==> config.mk <==
export PLATFORM = sky130hd
export DESIGN_NAME = output_sequencer
export DESIGN_NICKNAME = d
export VERILOG_FILES = /design/src/rtl/edge_pkg.sv /design/src/rtl/pixel_counter.sv /design/src/rtl/output_sequencer.sv
export SDC_FILE = /design/constraint.sdc
export NUM_CORES = 1
export LEC_CHECK = 0
export BUFFER_PORTS_ARGS = -buffer_cell sky130_fd_sc_hd__buf_2
export CORE_MARGIN = 8
export CORE_UTILIZATION = 57
export DETAILED_ROUTE_END_ITERATION = 10
export PLACE_DENSITY_LB_ADDON = 0.25
export SYNTH_ARGS = -nofsm -noshare
export SYNTH_HDL_FRONTEND = slang
export SYNTH_SLANG_ARGS = --single-unit
==> constraint.sdc <==
create_clock -name clk -period 6.1 [get_ports clk]
set_clock_uncertainty 0.2 [all_clocks]
set_input_delay 1.22 -clock clk [delete_from_list [all_inputs] [get_ports clk]]
set_output_delay 1.22 -clock clk [all_outputs]
set_load 0.02 [all_outputs]
==> src/rtl/edge_pkg.sv <==
// Types and constants shared by the edge-pipeline output stage.
package edge_pkg;

    localparam logic [7:0] STOPBYTE = 8'h12;

    typedef enum logic [1:0] {
        IDLE,
        STREAM,
        STOP,
        DONE
    } oseq_state_t;

endpackage

==> src/rtl/pixel_counter.sv <==
// Column/row position of the next pixel, wrapping at the frame end.
// Latency: one cycle from inc to updated col/row; last is combinational from position.
// Backpressure: none; advances only when inc is high.
module pixel_counter #(
    parameter int IMG_W = 640,
    parameter int IMG_H = 480
) (
    input  logic                     clk,
    input  logic                     rst,
    input  logic                     clr,
    input  logic                     inc,
    output logic [$clog2(IMG_W)-1:0] col,
    output logic [$clog2(IMG_H)-1:0] row,
    output logic                     last
);

    localparam int CW = $clog2(IMG_W);
    localparam int RW = $clog2(IMG_H);
    localparam logic [CW-1:0] COL_MAX = CW'(IMG_W - 1);
    localparam logic [RW-1:0] ROW_MAX = RW'(IMG_H - 1);

    always_ff @(posedge clk) begin
        if (rst || clr) begin
            col <= '0;
            row <= '0;
        end else if (inc) begin
            if (col == COL_MAX) begin
                col <= '0;
                row <= (row == ROW_MAX) ? '0 : row + 1'b1;
            end else begin
                col <= col + 1'b1;
            end
        end
    end

    assign last = (col == COL_MAX) && (row == ROW_MAX);

endmodule

==> src/rtl/output_sequencer.sv <==
// Frame controller: paces pixels into the output register, then a run of STOPBYTE beats.
// Latency: out_valid is one cycle after the issue; frame_start to first beat is two cycles.
// Backpressure: out_ready at t grants a beat at t+1; no skid buffer.
module output_sequencer
    import edge_pkg::*;
#(
    parameter int IMG_W    = 640,
    parameter int IMG_H    = 480,
    parameter int STOP_LEN = 1,
    parameter int CNT_W    = 16
) (
    input  logic                     clk,
    input  logic                     rst,
    input  logic                     frame_start,
    input  logic                     pix_valid,
    output logic                     pix_ready,
    input  logic                     overflow,
    input  logic                     underflow,
    input  logic                     out_ready,
    output logic                     data_select,
    output logic                     out_valid,
    output logic [$clog2(IMG_W)-1:0] col,
    output logic [$clog2(IMG_H)-1:0] row,
    output logic [CNT_W-1:0]         ovf_cnt,
    output logic [CNT_W-1:0]         unf_cnt,
    output logic                     busy,
    output logic                     frame_done
);

    localparam int SW = (STOP_LEN > 1) ? $clog2(STOP_LEN) : 1;
    localparam logic [SW-1:0] STOP_MAX = SW'(STOP_LEN - 1);

    oseq_state_t   state, state_nxt;
    logic          issue;
    logic          clr_frame;
    logic          last_pix;
    logic [SW-1:0] stop_cnt;

    pixel_counter #(
        .IMG_W(IMG_W),
        .IMG_H(IMG_H)
    ) u_pixel_counter (
        .clk (clk),
        .rst (rst),
        .clr (clr_frame),
        .inc (pix_ready),
        .col (col),
        .row (row),
        .last(last_pix)
    );

    always_ff @(posedge clk) begin
        if (rst) begin
            state <= IDLE;
        end else begin
            state <= state_nxt;
        end
    end

    always_comb begin
        state_nxt   = state;
        data_select = 1'b0;
        pix_ready   = 1'b0;
        issue       = 1'b0;
        frame_done  = 1'b0;
        clr_frame   = 1'b0;
        case (state)
            IDLE: begin
                if (frame_start) begin
                    clr_frame = 1'b1;
                    state_nxt = STREAM;
                end
            end
            STREAM: begin
                data_select = 1'b1;
                pix_ready   = pix_valid & out_ready;
                issue       = pix_ready;
                if (pix_ready && last_pix) begin
                    state_nxt = STOP;
                end
            end
            STOP: begin
                issue = out_ready;
                if (out_ready && (stop_cnt == STOP_MAX)) begin
                    state_nxt = DONE;
                end
            end
            DONE: begin
                frame_done = 1'b1;
                state_nxt  = IDLE;
            end
            default: state_nxt = IDLE;
        endcase
    end

    assign busy = (state != IDLE);

    // The output register latches on the issue, so its valid lags by one cycle.
    always_ff @(posedge clk) begin
        if (rst) begin
            out_valid <= 1'b0;
        end else begin
            out_valid <= issue;
        end
    end

    always_ff @(posedge clk) begin
        if (rst || (state != STOP)) begin
            stop_cnt <= '0;
        end else if (out_ready) begin
            stop_cnt <= stop_cnt + 1'b1;
        end
    end

    // Counts hold after the frame so they can be read at and after frame_done.
    always_ff @(posedge clk) begin
        if (rst || clr_frame) begin
            ovf_cnt <= '0;
            unf_cnt <= '0;
        end else if (pix_ready) begin
            if (overflow && !(&ovf_cnt)) begin
                ovf_cnt <= ovf_cnt + 1'b1;
            end
            if (underflow && !(&unf_cnt)) begin
                unf_cnt <= unf_cnt + 1'b1;
            end
        end
    end

endmodule

==> results of run 1 <==
[area by class of cell]
| cell class | instances | area (sq um) |
|---|---|---|
| clock buffer | 6 | 72.6 |
| fill | 415 | 1530 |
| inverter | 7 | 26.3 |
| multi-input combinational | 243 | 1490 |
| sequential | 55 | 1100 |
| tap | 54 | 67.6 |
| timing repair buffer | 63 | 318 |
[sequential cells by signal, summed over array words and instances (netlist names)]
name	flops
ovf_cnt	16
state	2
stop_cnt	1
u_pixel_counter.row	9
unf_cnt	16
out_valid	1
u_pixel_counter.col	10
[placed cells by master, fill, tap and decap left out, types with 2 or more instances in the layout]
cell | netlist | final
nor4_1 | 6 | 6
nor3b_1 | 2 | 2
nand4_1 | 17 | 17
a21oi_1 | 11 | 11
nand2_1 | 26 | 26
o21ai_0 | 8 | 8
nor3_1 | 11 | 11
and2_1 | 2 | 2
xnor2_1 | 14 | 14
and4_1 | 4 | 4
a211oi_1 | 6 | 6
nand3_1 | 19 | 19
clkbuf_8 | 0 | 5
and3_1 | 8 | 8
a31oi_1 | 4 | 4
buf_2 | 0 | 62
or3_1 | 3 | 3
nor2_1 | 46 | 46
dfxtp_1 | 55 | 55
o211ai_1 | 5 | 5
or4_1 | 3 | 3
ha_1 | 9 | 9
nor2b_1 | 2 | 2
o41ai_1 | 2 | 2
inv_1 | 7 | 7
xor2_1 | 22 | 22
[final timing paths]
path	startpoint	to	slack [ns]
worst max-delay path	out_ready	pix_ready	2.75
worst min-delay path	u_pixel_counter.row[8]	u_pixel_counter.row[8]	0.30
worst max register to register	state[1]	unf_cnt[13]	3.45
worst min register to register	u_pixel_counter.row[8]	u_pixel_counter.row[8]	0.30
[power groups by stage]
stage | clock network, mW | registers, mW | logic (mW)
after floorplan | 0 | 0.385 | 0.102
after global placement | 0 | 0.384 | 0.140
after detailed placement | 0 | 0.385 | 0.146
after CTS | 0.191 | 0.376 | 0.147
after global routing | 0.201 | 0.378 | 0.160
final | 0.186 | 0.376 | 0.145
[per-layer routing]
layer,part of all wire (%),wire [microns]
met5,0,0
met4,1.4,87
met3,5.2,322
met2,48,2980
met1,45,2830
[cells by family after synthesis]
| kind of cell | Yosys count | synth area share (%) |
|---|---|---|
| flops | 55 | 41.6 |
| mux | 1 | 0.378 |
| buf+inv | 14 | 2.27 |
| fa+ha+maj | 9 | 4.25 |
| compound gates | 40 | 9.45 |
| xor+xnor | 36 | 11.9 |
| simple gates | 157 | 30.2 |
[worst max-delay path, delay by kind of cell]
| kind | cells | cell delay [ns] |
|---|---|---|
| simple gates | 1 | 0.13 |
| buf+inv | 3 | 0.58 |
[per-stage QoR]
step,std cells,worst slack [ns],utilization (%)
6_report,428,2.75,66.8
5_1_grt,428,2.70,66.8
4_1_cts,428,2.75,66.8
3_5_place_dp,422,2.77,65.3
3_3_place_gp,422,2.80,65.3
2_1_floorplan,312,3.12,-
==> results.yml, run 1 <==
yosys:
  yosysWarnings: 0
  ys_top_cells_by_area: "dfxtp_1 42%, xor2_1 7.3%, nor2_1 6.5%, xnor2_1 4.6%, ha_1 4.3%"
  synth-main-ff-cell: "dfxtp_1"
  async_flop_share_pct: 0
  netlist_area_sq_um: 2650
  synth-seq-cells: 55
  synth-edff-count: 0
  yosys-top-cells-count: "55 x dfxtp_1, 46 x nor2_1, 26 x nand2_1"
  avgSynthCellArea_sq_um: 8.49
  yosysMostFrequentCell: "dfxtp_1"
  synth_top_area_share_pct: 41.6
  syn_nets: 328
  syn_inst: 312
  ys_seq_area_share_pct: 41.6
  yosysUniqueCellTypes: 40
  yosys.area.top_type: "dfxtp_1"
grt:
  overflow: 0
  met2_usage_pct: 29.6
  grt_max_degree: 23
  grt_pass1_vias: 2439
  met3_usage_pct: 4.84
  grt_usage_pct: 17.9
  use_met1_pct: 21.6
  antenna_found_initial: 0
  grt_pass1_wl_mm: 11.0
  top_usage_layer: "met2"
pwr:
  p_sw_share_pct: 30.6
  clockPowerShare_pct: 26.3
  intPower_uw: 491
  vdd_drop_max_v: 0.000115
  finalPower_uw: 708
  power-per-cell-area_nw_per_um2: 230
  comb_power_share_pct: 20.5
  p_switching_uw: 217
  power_frac_seq_pct: 53.2
  power_leakage_nw: 1.24
die:
  die_y_microns: 84.2
  initial_utilization_pct: 57.6
  coreArea_sq_um: 4600
  die_x_microns: 84.2
  placement_rows: 25
  dieArea_sq_um: 7080
  pin_count: 63
clock_tree:
  ctsHoldBuffers: 0
  cts_tree: "done"
  numCtsBuffers: 5
  cts.sinks: 55
  post_cts.repair.setup_buffers: 0
  clock_latency_ns: 0.30
  path_clk_slew_ns: 0.09
  ctsResizeCount: 0
  cts-root-buf: "clkbuf_8"
  clock_path_buffers: 2
  h-tree-depth: 2
route:
  drc_errors: 0
  dr_total_vias: 2447
  drtIter0Drc: 151
  ant_nets: 0
  wl_mm: 6.22
  wl_per_cell_microns: 14.5
  viasPerCell: 5.72
  drtPass1Iterations: 4
worst_hold_path:
  hold_class: "flip-flop to flip-flop"
  whs_path_depth: 2
cells_and_area:
  area_growth_syn_to_layout_pct: 16.0
  fin_nets: 391
  final_area_sq_um: 3070
  n_antenna_cell: 0
  drive_above_1_share_pct: 19.5
sta:
  tightest_slew_ns: 0.931
  setup_tns_ns: 0
  final-max-slew-violation-count: 0
  fin_hold_ws_ns: 0.303
  fin_crit_sh_pct: 55.0
  slew_headroom_pct: 37.9
  clock.fmax_mhz: 298
  fin_crit_ns: 3.35
  rsz0062_at_grt: "no"
  setup_violations: 0
  finalHoldViolations: 0
critical_path:
  worst_setup_path_end_kind: "primary output"
  path_max_fanout: 7
  cp.required_ns: 4.68
  max_stage_delay_ns: 0.22
  worstPathCellList: "buf_2 -> nand3_2 -> inv_1 -> buf_2"
  worstPathArrival_ns: 1.93
  critPathKind: "input pin to primary output"
  critPathSlowestCell: "inv_1"
  startpoint_type: "input pin"
  reg2reg_depth: 7
  crit_top_cell: "buf_2"
placement:
  place_congestion: 0.822
  post-dp-hpwl_mm: 4.68
  dpl_cell_area_sq_um: 3000
  portBuffers: 62
run_status:
  status: "complete, no violations"
run:
  cap_viol_max_count: 0
(Power assumes the default switching activity.)
==> run 2, diff against run 1 <==
--- a/config.mk
+++ b/config.mk
@@ -7,7 +7,7 @@
 export LEC_CHECK = 0
 export BUFFER_PORTS_ARGS = -buffer_cell sky130_fd_sc_hd__buf_2
 export CORE_MARGIN = 8
-export CORE_UTILIZATION = 57
+export CORE_UTILIZATION = 48
 export DETAILED_ROUTE_END_ITERATION = 10
 export PLACE_DENSITY_LB_ADDON = 0.25
 export SYNTH_ARGS = -nofsm -noshare
==> constraint.sdc (replaced) <==
create_clock -name clk -period 3 [get_ports clk]
set_clock_uncertainty 0.2 [all_clocks]
set_input_delay 0.6 -clock clk [delete_from_list [all_inputs] [get_ports clk]]
set_output_delay 0.6 -clock clk [all_outputs]
set_load 0.02 [all_outputs]
==> results.yml, run 2 (same netlist as run 1, synthesis figures left out) <==
placement:
  post-dp-hpwl_mm: 4.74
  place_congestion: 0.810
  dp_slack_ns: 0.539
  dpl_cell_area_sq_um: 3050
  portBuffers: 62
route:
  drtPass1Iterations: 4
  wl_per_cell_microns: 14.0
  drc_errors: 0
  drtIter0Drc: 156
  viasPerCell: 5.47
  ant_nets: 0
  dr_total_vias: 2461
  wl_mm: 6.30
critical_path:
  reg2reg_depth: 6
  path_max_fanout: 10
  critPathSlowestCell: "or4_4"
  reg2reg_from: "state[1]"
  worst_setup_path_end_kind: "flip-flop"
  worst-path-stages: 6
  cp-startpoint: "state[1]"
  startpoint_type: "flip-flop"
  critPathTopFamily: "simple AND/OR/NAND/NOR gates"
  worstPathArrival_ns: 2.50
  r2r_slack_ns: 0.52
  critPathKind: "flip-flop to flip-flop"
  cp.required_ns: 3.02
  max_stage_delay_ns: 0.62
  path_buf_inv: 1
  reg2reg_to: "u_pixel_counter.row[5]"
  critPathCapture: "u_pixel_counter.row[5]"
  worstPathCellList: "inv_1 -> ha_1 -> nand3_2 -> or4_4 -> or4_1 -> a21oi_1"
grt:
  overflow: 0
  grt_max_degree: 26
  grt_usage_pct: 15.1
  grt_pass1_vias: 2454
  antenna_found_initial: 0
  grt_pass1_wl_mm: 10.7
die:
  placement_rows: 27
  die_y_microns: 90.3
  coreArea_sq_um: 5410
  initial_utilization_pct: 49.0
  die_x_microns: 90.3
  pin_count: 63
  dieArea_sq_um: 8150
sta:
  slew_headroom_pct: 57.1
  fin_crit_sh_pct: 82.8
  tightest_slew_ns: 0.637
  worst_slack_ns: 0.516
  fin_crit_ns: 2.48
  final-max-slew-violation-count: 0
  rsz0062_at_grt: "no"
  clock.fmax_mhz: 403
  finalHoldViolations: 0
  setup_tns_ns: 0
  setup_violations: 0
clock_tree:
  clock_latency_ns: 0.30
  cts-root-buf: "clkbuf_8"
  ctsResizeCount: 0
  path_clk_slew_ns: 0.09
  clock_path_buffers: 2
  post_cts.repair.setup_buffers: 0
  cts_tree: "done"
  ctsHoldBuffers: 0
  cts.sinks: 55
  h-tree-depth: 2
  numCtsBuffers: 5
run_status:
  status: "complete, no violations"
cells_and_area:
  area_growth_syn_to_layout_pct: 18.3
  final_common_cell: "buf_2"
  final_core_utilization_pct: 58.0
  layout_common_cells: "62 x buf_2, 55 x dfxtp_1, 46 x nor2_1"
  n_antenna_cell: 0
  fin_nets: 394
  top_regs: "ovf_cnt x16, unf_cnt x16, u_pixel_counter.col x10"
  final_area_sq_um: 3130
  drive_above_1_share_pct: 20.6
pwr:
  power_leakage_nw: 1.27
  vdd_drop_max_v: 0.000224
  power-per-cell-area_nw_per_um2: 469
run:
  cap_viol_max_count: 0
worst_hold_path:
  hold_class: "flip-flop to flip-flop"
-- run 2: how the worst min path moves through the flow --
stage | from | endpoint | cells after the start
6_report | u_pixel_counter.row[8] | u_pixel_counter.row[8] | 2
3_5_place_dp | u_pixel_counter.row[8] | u_pixel_counter.row[8] | 2
4_1_cts | u_pixel_counter.row[8] | u_pixel_counter.row[8] | 2
3_3_place_gp | u_pixel_counter.row[8] | u_pixel_counter.row[8] | 2
2_1_floorplan | state[1] | state[1] | 2
5_1_grt | u_pixel_counter.row[8] | u_pixel_counter.row[8] | 2
-- run 2: layout make-up --
class,count,area [sq um]
Fill cell,523,2270
Multi-Input combinational cell,243,1490
Sequential cell,55,1100
Timing Repair Buffer,66,340
Tap cell,72,90.1
Clock buffer,6,82.6
Inverter,7,26.3
Clock inverter,1,5.00
-- run 2: through the flow --
stage / power [mW] / hold WS [ns] / std cells
finish: 1.47 / 0.293 / 450
global route: 1.55 / 0.326 / 450
CTS: 1.49 / 0.293 / 450
detailed placement: 1.09 / 0.279 / 443
global placement: 1.08 / 0.273 / 443
floorplan: 0.990 / 0.318 / 312
-- run 2: layer usage --
layer / global-route usage, % / up-vias / wire length (microns)
met5: 0 / - / 0
met1: 17.5 / 1150 / 2950
met2: 26.6 / 57 / 2990
met4: 4.44 / 0 / 55
met3: 3.74 / 6 / 299
li1: - / 1248 / -
-- run 2: report_power, final --
group	internal, mW	switching, mW
registers	0.748	0.0178
clock network	0.182	0.222
logic	0.102	0.199
total	1.03	0.439
-- run 2: worst reg2reg max path, delay by kind of cell (launching register included) --
kind | cells | cell delay (ns)
adder cells (fa/ha/maj) | 1 | 0.28
AND/OR/NAND/NOR | 3 | 1.28
flip-flops | 1 | 0.35
buffers and inverters | 1 | 0.11
AO/OA/AOI/OAI | 1 | 0.17
==> run 3, diff against run 2 <==
--- a/config.mk
+++ b/config.mk
@@ -7,7 +7,7 @@
 export LEC_CHECK = 0
 export BUFFER_PORTS_ARGS = -buffer_cell sky130_fd_sc_hd__buf_2
 export CORE_MARGIN = 8
-export CORE_UTILIZATION = 48
+export CORE_UTILIZATION = 53
 export DETAILED_ROUTE_END_ITERATION = 10
 export PLACE_DENSITY_LB_ADDON = 0.25
 export SYNTH_ARGS = -nofsm -noshare
==> constraint.sdc (replaced) <==
create_clock -name clk -period 2.41 [get_ports clk]
set_clock_uncertainty 0.2 [all_clocks]
set_input_delay 0.482 -clock clk [delete_from_list [all_inputs] [get_ports clk]]
set_output_delay 0.482 -clock clk [all_outputs]
set_load 0.02 [all_outputs]
==> results.yml, run 3 (same netlist as run 1, synthesis figures left out) <==
critical_path:
  reg2reg_depth: 6
  critPathCapture: "u_pixel_counter.row[5]"
  reg2reg_to: "u_pixel_counter.row[5]"
  cp-startpoint: "state[1]"
  worst_setup_path_end_kind: "flip-flop"
  path_max_fanout: 6
  startpoint_type: "flip-flop"
  worstPathArrival_ns: 2.27
  cp.required_ns: 2.45
  reg2reg_from: "state[1]"
  critPathKind: "flip-flop to flip-flop"
  r2r_slack_ns: 0.18
clock_tree:
  post_cts.repair.setup_buffers: 0
  cts-root-buf: "clkbuf_8"
  cts_tree: "done"
  h-tree-depth: 2
  clock_latency_ns: 0.31
  cts.sinks: 55
  clock_path_buffers: 2
  path_clk_slew_ns: 0.09
  numCtsBuffers: 5
grt:
  overflow: 0
  grt_pass1_wl_mm: 10.8
  grt_max_degree: 22
  antenna_found_initial: 0
  grt_pass1_vias: 2411
  grt_usage_pct: 17.3
route:
  drc_errors: 0
  drtIter0Drc: 135
  ant_nets: 0
  wl_per_cell_microns: 14.1
  wl_mm: 6.36
  drtPass1Iterations: 4
  dr_total_vias: 2472
  viasPerCell: 5.47
sta:
  final-max-slew-violation-count: 0
  slew_headroom_pct: 66.5
  clock.fmax_mhz: 449
  tightest_slew_ns: 0.501
  finalHoldViolations: 0
  rsz0062_at_grt: "no"
  setup_violations: 0
  fin_crit_sh_pct: 92.4
  fin_crit_ns: 2.23
  setup_tns_ns: 0
placement:
  portBuffers: 62
  post-dp-hpwl_mm: 4.83
  place_congestion: 0.852
  dpl_cell_area_sq_um: 3090
die:
  die_x_microns: 86.7
  initial_utilization_pct: 55.3
  dieArea_sq_um: 7520
  pin_count: 63
  die_y_microns: 86.7
  coreArea_sq_um: 4790
  placement_rows: 25
pwr:
  power-per-cell-area_nw_per_um2: 585
  vdd_drop_max_v: 0.000352
  power_leakage_nw: 1.30
cells_and_area:
  final_common_cell: "buf_2"
  final_area_sq_um: 3190
  n_antenna_cell: 0
  top_regs: "ovf_cnt x16, unf_cnt x16, u_pixel_counter.col x10"
  fin_nets: 401
  drive_above_1_share_pct: 22.6
  layout_common_cells: "62 x buf_2, 55 x dfxtp_1, 46 x nor2_1"
  area_growth_syn_to_layout_pct: 20.5
  n_fill_cell: 433
run:
  cap_viol_max_count: 0
run_status:
  status: "complete, no violations"
worst_hold_path:
  hold_class: "input pin to flip-flop"
[run 3: through the flow]
step	cells	util (%)	hold WS [ns]	worst slack, ns	power, mW
final	452	66.7	0.217	0.183	1.87
after global routing	452	66.7	0.213	0.0248	1.97
after CTS	452	66.5	0.205	0.0794	1.87
after detailed placement	445	64.7	0.282	0.106	1.37
after global placement	445	64.7	0.268	0.180	1.35
after floorplan	312	-	0.318	0.0267	1.24
[run 3: per-layer routing]
metal	global-route usage [%]	routed length [microns]
met5	0	0
met4	5.63	123
met3	4.73	324
met2	28.8	2880
met1	21.0	3030
[run 3: worst min-delay path by stage]
stage	startpoint	to	slack, ns	cells after the start
CTS	rst	stop_cnt	0.21	2
floorplan	state[1]	state[1]	0.32	2
global route	rst	state[1]	0.21	2
global placement	u_pixel_counter.row[8]	u_pixel_counter.row[8]	0.27	2
detailed placement	u_pixel_counter.row[8]	u_pixel_counter.row[8]	0.28	2
finish	rst	stop_cnt	0.22	2
[run 3: layout make-up]
class                   count  area (sq um)  area share (%)
flip-flops and latches     55          1100            34.5
multi-input cells         243          1500            47.0
clock buffers               6          82.6            2.59
repair buffers             73           393            12.3
inverters                   7          26.3           0.823
well taps                  67          83.8            2.63
clock inverters             1          5.00           0.157
[run 3: what timing repair did]
item                                   in CTS  in global routing
resized for setup                           0                  2
hold buffers                                0                  0
setup endpoints to repair                   0                  3
endpoints found under the hold margin       0                  0
[run 3: power breakdown]
group	leakage (nW)	total [mW]	switching, mW	internal [mW]
sequential	0.443	0.957	0.0267	0.931
combinational	0.812	0.405	0.260	0.145
clock	0.0470	0.506	0.280	0.226
[run 3: worst max-delay path: stages, from the launching register on]
cell and delay [ns]:
dfxtp_1 0.36, inv_2 0.10, ha_4 0.16, nand3_2 0.12, or4_4 0.56, or4_1 0.52
a21oi_1 0.14
